## src/rtl/add_scheduler_pkg.sv

```systemverilog
// add_scheduler_pkg: shared constants and carry fix-up helper for the byte-serial add scheduler
package add_scheduler_pkg;

    localparam int BYTE_W = 8;

    localparam logic REQ0 = 1'b0;
    localparam logic REQ1 = 1'b1;

    typedef logic [1:0] state_t;
    localparam state_t ST_IDLE = 2'd0;
    localparam state_t ST_RUN  = 2'd1;
    localparam state_t ST_DONE = 2'd2;

    // The shared adder has no carry-in, so the chained carry is folded in after it.
    // Returns {carry_next, byte_sum}; CO and the fix-up carry can never both be set.
    function automatic logic [BYTE_W:0] carry_fix(input logic [BYTE_W-1:0] sum,
                                                  input logic co,
                                                  input logic c);
        return {co | ((sum == 8'hFF) & c), sum + {7'd0, c}};
    endfunction

endpackage

```

## src/rtl/add_rr_arb2.sv

```systemverilog
// add_rr_arb2: two-input round-robin arbiter, favours the requester not served last
module add_rr_arb2 (
    input  logic [1:0] valid_i,
    input  logic       last_i,
    output logic [1:0] grant_o
);

    assign grant_o[0] = valid_i[0] & (~valid_i[1] | last_i);
    assign grant_o[1] = valid_i[1] & (~valid_i[0] | ~last_i);

endmodule

```

## src/rtl/adder.sv

```systemverilog
// adder: existing 8-bit adder shared by the scheduler (no carry-in)
module adder (
    input  logic [7:0] A,
    input  logic [7:0] B,
    output logic [7:0] SUM,
    output logic       CO
);

    assign {CO, SUM} = {1'b0, A} + {1'b0, B};

endmodule

```

## src/rtl/add_scheduler.sv

```systemverilog
// add_scheduler: round-robin sharing of one 8-bit adder for byte-serial multi-byte adds
// Optional subtract mode is enabled by defining ADD_SCHEDULER_SUB_EN.
module add_scheduler
    import add_scheduler_pkg::*;
#(
    parameter  int NBYTES = 4,
    localparam int W      = BYTE_W * NBYTES
) (
    input  logic         clk,
    input  logic         rst_n,
`ifdef ADD_SCHEDULER_SUB_EN
    input  logic         req0_sub,
    input  logic         req1_sub,
`endif
    input  logic         req0_valid,
    output logic         req0_ready,
    input  logic [W-1:0] req0_a,
    input  logic [W-1:0] req0_b,
    input  logic         req1_valid,
    output logic         req1_ready,
    input  logic [W-1:0] req1_a,
    input  logic [W-1:0] req1_b,
    output logic         rsp_valid,
    input  logic         rsp_ready,
    output logic [W-1:0] rsp_sum,
    output logic         rsp_co,
    output logic         rsp_id
);

    state_t         state_q, state_d;
    logic [W-1:0]   a_q, a_d, b_q, b_d, acc_q, acc_d, rsp_sum_q, rsp_sum_d;
    logic           id_q, id_d, c_q, c_d, last_q, last_d;
    logic           rsp_co_q, rsp_co_d, rsp_id_q, rsp_id_d;
    logic [2:0]     idx_q, idx_d;
    logic [1:0]     grant;
    logic           take, sel1, last_byte, sub_in, sub_q;
    logic [5:0]     sh;
    logic [W-1:0]   a_sh, b_sh, acc_merge;
    logic [7:0]     byte_a, byte_b, add_sum;
    logic           add_co;
    logic [BYTE_W:0] fix;

    add_rr_arb2 u_arb (
        .valid_i ({req1_valid, req0_valid}),
        .last_i  (last_q),
        .grant_o (grant)
    );

    assign take       = (state_q == ST_IDLE) & (|grant);
    assign sel1       = grant[1];
    assign req0_ready = (state_q == ST_IDLE) & grant[0];
    assign req1_ready = (state_q == ST_IDLE) & grant[1];

`ifdef ADD_SCHEDULER_SUB_EN
    assign sub_in = sel1 ? req1_sub : req0_sub;

    // Subtract flag travels with the operands for the whole operation
    always_ff @(posedge clk) begin
        if (!rst_n)
            sub_q <= 1'b0;
        else if (take)
            sub_q <= sub_in;
    end
`else
    assign sub_in = 1'b0;
    assign sub_q  = 1'b0;
`endif

    assign sh        = {idx_q, 3'b000};
    assign a_sh      = a_q >> sh;
    assign b_sh      = b_q >> sh;
    assign byte_a    = a_sh[7:0];
    assign byte_b    = sub_q ? ~b_sh[7:0] : b_sh[7:0];
    assign last_byte = (idx_q == 3'(NBYTES - 1));

    adder u_adder (
        .A   (byte_a),
        .B   (byte_b),
        .SUM (add_sum),
        .CO  (add_co)
    );

    assign fix       = carry_fix(add_sum, add_co, c_q);
    assign acc_merge = (acc_q & ~(W'(8'hFF) << sh)) | (W'(fix[7:0]) << sh);

    assign rsp_valid = (state_q == ST_DONE);
    assign rsp_sum   = rsp_sum_q;
    assign rsp_co    = rsp_co_q;
    assign rsp_id    = rsp_id_q;

    // Next-state: accept in IDLE, one byte per RUN cycle, hold the response in DONE
    always_comb begin
        state_d   = state_q;
        a_d       = a_q;
        b_d       = b_q;
        id_d      = id_q;
        c_d       = c_q;
        idx_d     = idx_q;
        acc_d     = acc_q;
        rsp_sum_d = rsp_sum_q;
        rsp_co_d  = rsp_co_q;
        rsp_id_d  = rsp_id_q;
        last_d    = last_q;
        case (state_q)
            ST_IDLE: if (take) begin
                state_d = ST_RUN;
                a_d     = sel1 ? req1_a : req0_a;
                b_d     = sel1 ? req1_b : req0_b;
                id_d    = sel1 ? REQ1 : REQ0;
                c_d     = sub_in;
                idx_d   = 3'd0;
                acc_d   = '0;
            end
            ST_RUN: begin
                acc_d = acc_merge;
                c_d   = fix[BYTE_W];
                idx_d = idx_q + 3'd1;
                if (last_byte) begin
                    state_d   = ST_DONE;
                    rsp_sum_d = acc_merge;
                    rsp_co_d  = fix[BYTE_W];
                    rsp_id_d  = id_q;
                end
            end
            ST_DONE: if (rsp_ready) begin
                state_d = ST_IDLE;
                last_d  = rsp_id_q;
            end
            default: state_d = ST_IDLE;
        endcase
    end

    // State registers; reset discards any in-flight add and favours requester 0
    always_ff @(posedge clk) begin
        if (!rst_n) begin
            state_q   <= ST_IDLE;
            a_q       <= '0;
            b_q       <= '0;
            id_q      <= REQ0;
            c_q       <= 1'b0;
            idx_q     <= 3'd0;
            acc_q     <= '0;
            rsp_sum_q <= '0;
            rsp_co_q  <= 1'b0;
            rsp_id_q  <= REQ0;
            last_q    <= REQ1;
        end else begin
            state_q   <= state_d;
            a_q       <= a_d;
            b_q       <= b_d;
            id_q      <= id_d;
            c_q       <= c_d;
            idx_q     <= idx_d;
            acc_q     <= acc_d;
            rsp_sum_q <= rsp_sum_d;
            rsp_co_q  <= rsp_co_d;
            rsp_id_q  <= rsp_id_d;
            last_q    <= last_d;
        end
    end

endmodule
```

## config.mk

```make
export PLATFORM = sky130hd
export DESIGN_NAME = add_scheduler
export DESIGN_NICKNAME = d
export VERILOG_FILES = /design/src/rtl/add_scheduler_pkg.sv /design/src/rtl/add_rr_arb2.sv /design/src/rtl/adder.sv /design/src/rtl/add_scheduler.sv
export SDC_FILE = /design/constraint.sdc
export NUM_CORES = 1
export LEC_CHECK = 0
export ABC_AREA = 1
export CAP_MARGIN = 20
export CORE_ASPECT_RATIO = 1.5
export CORE_UTILIZATION = 35
export DETAILED_ROUTE_END_ITERATION = 6
export HOLD_SLACK_MARGIN = 0.1
export PLACE_DENSITY_LB_ADDON = 0.08
export SYNTH_ARGS = -nofsm -noshare
export SYNTH_HDL_FRONTEND = slang
export SYNTH_HIERARCHICAL = 1
export SYNTH_SLANG_ARGS = --single-unit
```

## constraint.sdc

```tcl
create_clock -name clk -period 4 [get_ports clk]
set_clock_uncertainty 0.1 [all_clocks]
set_input_delay 0.6 -clock clk [delete_from_list [all_inputs] [get_ports clk]]
set_output_delay 0.6 -clock clk [all_outputs]
set_load 0.02 [all_outputs]
```

; ---- Yosys cells after proc, flatten, opt, wreduce, memory -nomap -nowiden
; Index checks and enable logic that the tools add are counted.
[word_totals]
register_bits = 138
wordCells = 61
input_bits = 133
output_inout_bits = 37
[op_classes]
add_sub_neg = 3
reduce_logical = 8
shift = 4
mux = 13
eq_ne = 7
bitwise = 15
[ops]
columns = cell, n
row1 = 2-to-1 mux 32 bit, 3
row2 = one-hot mux 32 bit (2 select lines), 1
row3 = >> shifter 32 x 6 -> 8 bit, 2
row4 = bitwise AND 32 bit, 1
row5 = inverter 32 bit, 1
row6 = OR 32 bit, 1
row7 = << shifter 8 x 6 -> 32 bit, 1
row8 = "<< shifter 8 x 6 -> 32 bit, first input constant", 1
row9 = adder 8 x 8 -> 9 bit, 1
row10 = adder 8 x 1 -> 8 bit, 1
row11 = "equality test 8 bit, second input constant", 1
row12 = AND reduction 2 bit, 4
row13 = bitwise AND 1 bit, 6
row14 = 2-to-1 mux 2 bit, 3
row15 = one-hot mux 2 bit (3 select lines), 1
row16 = one-hot mux 3 bit (2 select lines), 1
row17 = "inequality test 2 bit, second input constant", 2
row18 = "adder 3 x 1 -> 3 bit, second input constant", 1
row19 = "equality test 3 x 2 -> 1 bit, second input constant", 1
row20 = 2-to-1 mux 3 bit, 1
row21 = inverter 1 bit, 3
row22 = OR 1 bit, 3
row23 = AND reduction 3 bit, 1
row24 = "equality test 2 x 1 -> 1 bit, second input constant", 1
row25 = other kinds (7), 8

; ---- Depth between registers and ports, before layout
[depth]
ltp_word = 7
mapped_depth = 22
mapped_depth_nobuf = 20

; ---- By module
; The synthesis kept the hierarchy.
[by_module_without_submodules]
columns = mod, cells_per_inst, area_each_um2, instances, seq_area_each_um2
row1 = add_scheduler, 878, 6378.6, 1, 2602.5
row2 = adder, 59, 339.1, 1, 0.0
row3 = add_rr_arb2, 4, 27.5, 1, 0.0

; ---- Least setup slack after synthesis
; No wires, ideal clock.
[synth_path]
kind = flip-flop to flip-flop
from = register idx_q[0]
to = register rsp_sum_q[23], in the netlist rsp_sum[23]
setup_ns = 0.114
t_required_ns = 3.786
n_path_buf = 2
arrival_ns = 2.729
path_stages_with_launch = 19
path_slack_ns = 1.057
period_less_slack_ns = 2.943
cell_sequence = dfxtp_1 inv_1 buf_2 buf_1 nor2_1 o22ai_1 ha_1 fa_1 nand2_1 nand2_1 nand2_1 xnor2_1 nand2_1 nor2_1 nand3_1 nand4_1 nand2_1 o21bai_1 inv_1
[synth_between]
elab_chain_len = 5
word_cells_on_any_way = 11
classes_between = add/sub (2) / eq/ne (1) / shift (4) / bitwise (3) / reduce/logical (1)
[synth_lines]
columns = element, line_no
row1 = start: declaration, add_scheduler.sv:34  ; logic [2:0] idx_q, idx_d;
row2 = start signal: assignment, add_scheduler.sv:153  ; idx_q <= idx_d;
row3 = >> shifter 32 x 6 -> 8 bit, add_scheduler.sv:70  ; assign a_sh = a_q >> sh;
row4 = named net a_sh[0], add_scheduler.sv:38  ; logic [W-1:0] a_sh, b_sh, acc_merge;
row5 = adder 8 x 8 -> 9 bit, adder.sv:9  ; assign {CO, SUM} = {1'b0, A} + {1'b0, B};
row6 = named net add_sum[4], add_scheduler.sv:39  ; logic [7:0] byte_a, byte_b, add_sum;
row7 = adder 8 x 1 -> 8 bit, add_scheduler_pkg.sv:19  ; return {co | ((sum == 8'hFF) & c), sum + {7'd0, c}};
row8 = << shifter 8 x 6 -> 32 bit, add_scheduler.sv:84  ; assign acc_merge = (acc_q & ~(W'(8'hFF) << sh)) | (W'(fix[7:0]) << sh);
row9 = OR 32 bit, add_scheduler.sv:84
row10 = end signal: assignment, add_scheduler.sv:155  ; rsp_sum_q <= rsp_sum_d;
row11 = end: declaration, add_scheduler.sv:31  ; logic [W-1:0] a_q, a_d, b_q, b_d, acc_q, acc_d, rsp_sum_q, rsp_sum_d;
; The timed path passes the listed nets, and every way through them passes these cells.
; A chain may end at the register's enable or synchronous reset.

; ---- Final worst setup path
[layout_path]
from = register idx_q[1]
to = register acc_q[14]
[layout_between]
elab_chain_len = 6
word_cells_on_any_way = 10
classes_between = add/sub (2) / shift (4) / mux (1) / bitwise (3)
[layout_lines]
columns = element, line_no
row1 = >> shifter 32 x 6 -> 8 bit, add_scheduler.sv:70
row2 = named net a_sh[1], add_scheduler.sv:38
row3 = adder 8 x 8 -> 9 bit, adder.sv:9
row4 = named net add_sum[3], add_scheduler.sv:39
row5 = adder 8 x 1 -> 8 bit, add_scheduler_pkg.sv:19
row6 = << shifter 8 x 6 -> 32 bit, add_scheduler.sv:84
row7 = OR 32 bit, add_scheduler.sv:84
row8 = one-hot mux 32 bit (2 select lines), add_scheduler.sv:104  ; case (state_q)
row9 = end signal: assignment, add_scheduler.sv:142  ; acc_q <= '0;
row10 = end signal: assignment, add_scheduler.sv:154  ; acc_q <= acc_d;
row11 = end: declaration, add_scheduler.sv:31
; The timed path passes the listed nets, and every way through them passes these cells.

==> results.ini <==
[global_route]
grt_pass1_vias = 6390
grt_overflow_total = 0
grt_pass1_wl_um = 33580
grt_max_degree = 129
antenna_found_initial = 0
grt_usage_pct = 22.24

[sta]
setup_viol = 0
drv_slew = 0
fin_crit_ns = 3.441
tightest_slew_ns = 0.8772
rsz0062_at_grt = false
max_freq_mhz = 290.6
min_period_over_period_pct = 86.02
finalHoldViolCount = 0
setup_tns_ns = 0
relSlewSlack_pct = 41.52

[clocking]
cts-buffers-inserted = 17
clockRootBuffer = clkbuf_16
cts_setup_buffers = 0
cts.sinks = 130
ctsResizeCount = 0
clk_pin_slew_ns = 0.06
cts_hold_buf = 0
cts_tree = built
htree_levels = 4
clk_latency_ns = 0.43
clockBufferDepth = 2

[outcome]
status = finished, final reports clean

[floorplanning]
dieArea_um2 = 19840
pin_count = 170
die_h_um = 172.0
die_w_um = 115.4
initial_core_util_pct = 36.07
coreArea_um2 = 18700
rows = 61

[min_path]
hold_class = register to register

[placed_design]
hpwlAfterDp_um = 14950
portBuffers = 169
routabilityCongestion = 0.8785
dp_cells = 1304

[setup_path]
cp.arrival_ns = 3.70
worstSetupPathType = register to register
r2r-start = idx_q[1]$_SDFFE_PN0P_
path_max_fanout = 11
worstRegToRegCells = 14
crit_start = idx_q[1]$_SDFFE_PN0P_
regToRegSetupSlack_ns = 0.56
critPathLaunchType = register
cp.required_ns = 4.26
end_kind = register
crit_end = acc_q[14]$_SDFFE_PN0P_
r2r-end = acc_q[14]$_SDFFE_PN0P_

[synthesis]
synth_area_um2 = 6745
async_flop_share_pct = 0
yosysUniqueCellTypes = 40
synth_ff_type = dfxtp_1
syn-num-nets = 1090
syn_avg_cell_area_um2 = 7.168
ys_seq_area_share_pct = 38.58
netlist_instances = 941
ys_warn_count = 6
synth_edf_count = 0
ys_seq_elements = 130

[routing]
drt.antenna.violating_nets = 0
drcViolationCount = 0
wl_per_cell_um = 15.76
first_iter_violations = 347
vias_per_cell = 4.896
wl_um = 21060
first_pass_iters = 5
vias = 6541

[final_layout]
fillers = 1971
diodes = 0
final_cells = 1336
area_growth_pct = 33.26
drive_gt1_share_pct = 7.841
finalNetCount = 1220

[power_and_ir_drop]
power_density_nw_per_um2 = 441.6
leakage_nw = 3.677
vdd_ir_drop_max_uv = 278.3

[job]
drv_cap = 0

[synth_stat cells (4+ instances only)]
cell type	n	area, µm²
o22ai_1	11	68.82
nand2_2	10	62.56
nor2_4	4	45.04
clkbuf_1	37	138.9
o21ai_0	79	395.4
a21oi_1	36	180.2
nand2_1	255	957.2
buf_2	16	80.08
dfxtp_1	130	2603
nand3_1	21	105.1
nand4_1	10	62.56
inv_1	47	176.4
o21bai_1	21	157.7
a21oi_2	13	113.9
inv_2	5	18.77
a31oi_1	64	400.4
buf_4	5	37.54
ha_1	15	187.7
o21ai_1	59	295.3
nor2_1	68	255.2
buf_12	6	120.1
[critical path, cell delays in order (launching register included)]
cell,delay (ns)
dfxtp_1,0.58
inv_2,0.19
nor2_4,0.19
o21ai_0,0.13
o22ai_1,0.27
ha_1,0.29
nand3_1,0.09
nand3_1,0.13
xor2_1,0.32
nand3_1,0.20
o21bai_1,0.40
nand4_1,0.18
nand2_1,0.12
nand2_1,0.07
a21oi_2,0.12
[worst min path at each step]
stage                            from                     end  slack, ns  cells after the start
3_3_place_gp   acc_q[16]$_SDFFE_PN0P_  acc_q[16]$_SDFFE_PN0P_       0.35                      2
2_1_floorplan  acc_q[16]$_SDFFE_PN0P_  acc_q[16]$_SDFFE_PN0P_       0.34                      2
5_1_grt         acc_q[2]$_SDFFE_PN0P_   acc_q[2]$_SDFFE_PN0P_       0.39                      2
4_1_cts        acc_q[21]$_SDFFE_PN0P_  acc_q[21]$_SDFFE_PN0P_       0.37                      2
3_5_place_dp   acc_q[17]$_SDFFE_PN0P_  acc_q[17]$_SDFFE_PN0P_       0.36                      2
6_report        acc_q[1]$_SDFFE_PN0P_   acc_q[1]$_SDFFE_PN0P_       0.37                      2
[stage by stage]
step           hold WS, ns  power [mW]  utilization (%)  instance area, µm²  setup slack (ns)
4_1_cts             0.3689       4.008            48.07                8989            0.5714
2_1_floorplan       0.3390       2.146                -                6745             1.057
3_5_place_dp        0.3585       2.475            45.01                8416            0.5910
3_3_place_gp        0.3505       2.473            45.01                8416            0.6323
6_report            0.3676       3.969            48.07                8989            0.5594
5_1_grt             0.3862       4.196            48.07                8989            0.1332
[logic make-up after synthesis]
logic type	after synthesis	share of synthesized area, %
AOI/OAI and AO/OA	289	24.71
xor gates and xnor gates	5	0.6493
adders and majority gates	16	3.079
buffers and inverters	125	9.813
DFF	130	38.58
and+or+nand+nor	376	23.17
[final cells by class]
type | count | area, µm² | area share [%]
inverters | 54 | 212.7 | 2.366
flip-flops and latches | 130 | 2603 | 28.95
multi-input cells | 686 | 3488 | 38.81
well taps | 252 | 315.3 | 3.508
repair buffers | 182 | 1797 | 19.99
clock inverters | 10 | 108.9 | 1.211
clock buffers | 22 | 464.2 | 5.164
[power breakdown]
group	internal (mW)	total, mW	switching, mW
logic	0.395	0.980	0.585
clock network	0.945	1.53	0.582
registers	1.39	1.46	0.0711
[layer usage]
layer  part of all wire [%]  GRT usage, %
met1                     41         25.14
met4                    1.5         7.792
met3                    3.5         4.206
met2                     54         40.98
met5                      0             0
[flip-flops by register name, indices dropped and copies added (netlist names)]
name	cells
id_q	1
c_q	1
a_q	32
rsp_co	1
b_q	32
idx_q	3
acc_q	24
rsp_sum	32
state_q	2
rsp_id	1
last_q	1
[cell usage in the layout (no fill, tap or decap), drive strengths merged, types with 2 or more instances in the layout]
cell type | netlist | routed
a31oi | 64 | 64
inv | 54 | 54
o22ai | 11 | 11
o21ai | 139 | 139
ha | 15 | 15
buf | 33 | 14
dfxtp | 130 | 130
nor2 | 74 | 74
bufinv | 0 | 2
clkdlybuf4s50 | 0 | 168
o21bai | 21 | 21
or2 | 2 | 2
clkinv | 0 | 6
xnor2 | 3 | 3
o21a | 2 | 2
xor2 | 2 | 2
nand4 | 10 | 10
nand3 | 21 | 21
clkinvlp | 0 | 2
nand2 | 267 | 267
a32o | 2 | 2
a21oi | 49 | 49
clkbuf | 38 | 22
(Power assumes the default switching activity.)
==> RTL change, RTL diff (same flow settings) <==
Add a define of `ADD_SCHEDULER_SUB_EN`.
--- a/src/rtl/add_scheduler.sv
+++ b/src/rtl/add_scheduler.sv
@@ -1,4 +1,6 @@
 // add_scheduler: round-robin sharing of one 8-bit adder for byte-serial multi-byte adds
 // Optional subtract mode is enabled by defining ADD_SCHEDULER_SUB_EN.
+`define ADD_SCHEDULER_SUB_EN
+
 module add_scheduler
     import add_scheduler_pkg::*;
Interface: changed (added req0_sub and req1_sub); port bits go from 170 to 172. No check against the original RTL was run, so the function may have changed too.
==> RTL change against the unedited design <==
  * Wire length shrank 0.82%
  * Area after synthesis shrank 1.0%
  * Synthesized cell count up 2.1%
  * Critical path type unchanged
  * Sequential cell count is 1 higher
  * Worst hold slack lost 0.0048 ns
  * Setup slack worse by 0.040 ns
  * Maximum frequency is 1.1% lower
  * Non-clock buffer count is 7 higher
  * Total power increased by 4.6%
  * Design area rose by 1.4%
  * Final cell count grew 1.8%
==> RTL change: results <==
[status]
status = "finished clean"

[critical_path]
startpoint = "idx_q[2]$_SDFFE_PN0P_"
cp_max_fo = 16

[finish]
clk_share = 0.0659
buffers = 189
nonClkBufAreaFrac = 0.205
inv_count = 55
drive_above_1_share = 0.0578
nFillCells = 2006
multi_input_comb_cells = 701
nClkBuffers = 19

[pwr]
leakagePower_nw = 3.79
vdd_drop_max_uv = 270

[global_route]
grt_pass1_vias = 6547
grt_use_met3 = 0.0517
grt_pass1_wl_um = 33400
grt_util_met1 = 0.244
use_met2 = 0.410

[place]
placed_cells = 1328
portBuffers = 171
hpwl_um = 14700

[synth]
ys_seq_area_frac = 0.393
synth_nets = 1112
synthAdderAreaFrac = 0.0311
synth-xor-area-share = 0.0193
ys_seq_elements = 131
synth-compound-area-share = 0.247

[routing]
vias = 6711
wl_met2_um = 11100
routed_via_density = 4.93

[sta]
tightestPinTransition_ns = 0.938

[min_path]
hold_start = "acc_q[17]$_SDFFE_PN0P_"
## RTL change: changes by cell type after synthesis, sizes merged
| cell | unedited run | this run |
|---|---|---|
| xor2 | 2 | 10 |
| dfxtp | 130 | 131 |
| clkbuf | 38 | 42 |
| buf | 33 | 32 |
| nand2 | 267 | 274 |
| nor2 | 74 | 72 |
| inv | 54 | 53 |
| o22ai | 11 | 12 |
| clkinv | 0 | 2 |
| a31oi | 64 | 65 |
| o21ai | 139 | 137 |
| o21a | 2 | 4 |
## RTL change: path summary, 6_finish.rpt
kind | to | slack [ns] | depth (start not counted)
worst max-delay path | acc_q[20]$_SDFFE_PN0P_ | 0.52 | 14
worst min-delay path | acc_q[17]$_SDFFE_PN0P_ | 0.36 | 2
worst max register to register | acc_q[20]$_SDFFE_PN0P_ | 0.52 | 14
worst min register to register | acc_q[17]$_SDFFE_PN0P_ | 0.36 | 2
## RTL change: stage by stage
step,utilization,area [um2],setup slack (ns)
after CTS,0.490,9120,0.533
after floorplan,-,6680,0.890
after global placement,0.457,8520,0.682
after detailed placement,0.457,8520,0.548
after global routing,0.490,9120,0.166
final,0.490,9120,0.519
## RTL change: power by group through the flow
stage          Sequential, mW  Clock [mW]  Combinational (mW)
2_1_floorplan            1.47           0               0.753
3_3_place_gp             1.50           0                1.09
3_5_place_dp             1.50           0                1.10
4_1_cts                  1.47        1.62                1.10
5_1_grt                  1.48        1.68                1.23
6_report                 1.47        1.59                1.09
## RTL change: critical path: stages (launching register included)
cell,delay (ns)
dfxtp_1,0.40
nor2_1,0.34
buf_4,0.30
o21ai_0,0.11
o22ai_1,0.28
ha_1,0.29
nand3_1,0.10
nand3_1,0.12
xor2_1,0.40
nand3_1,0.27
xnor2_2,0.30
nand3_1,0.10
nand2_1,0.10
nand2_1,0.05
a21oi_1,0.12
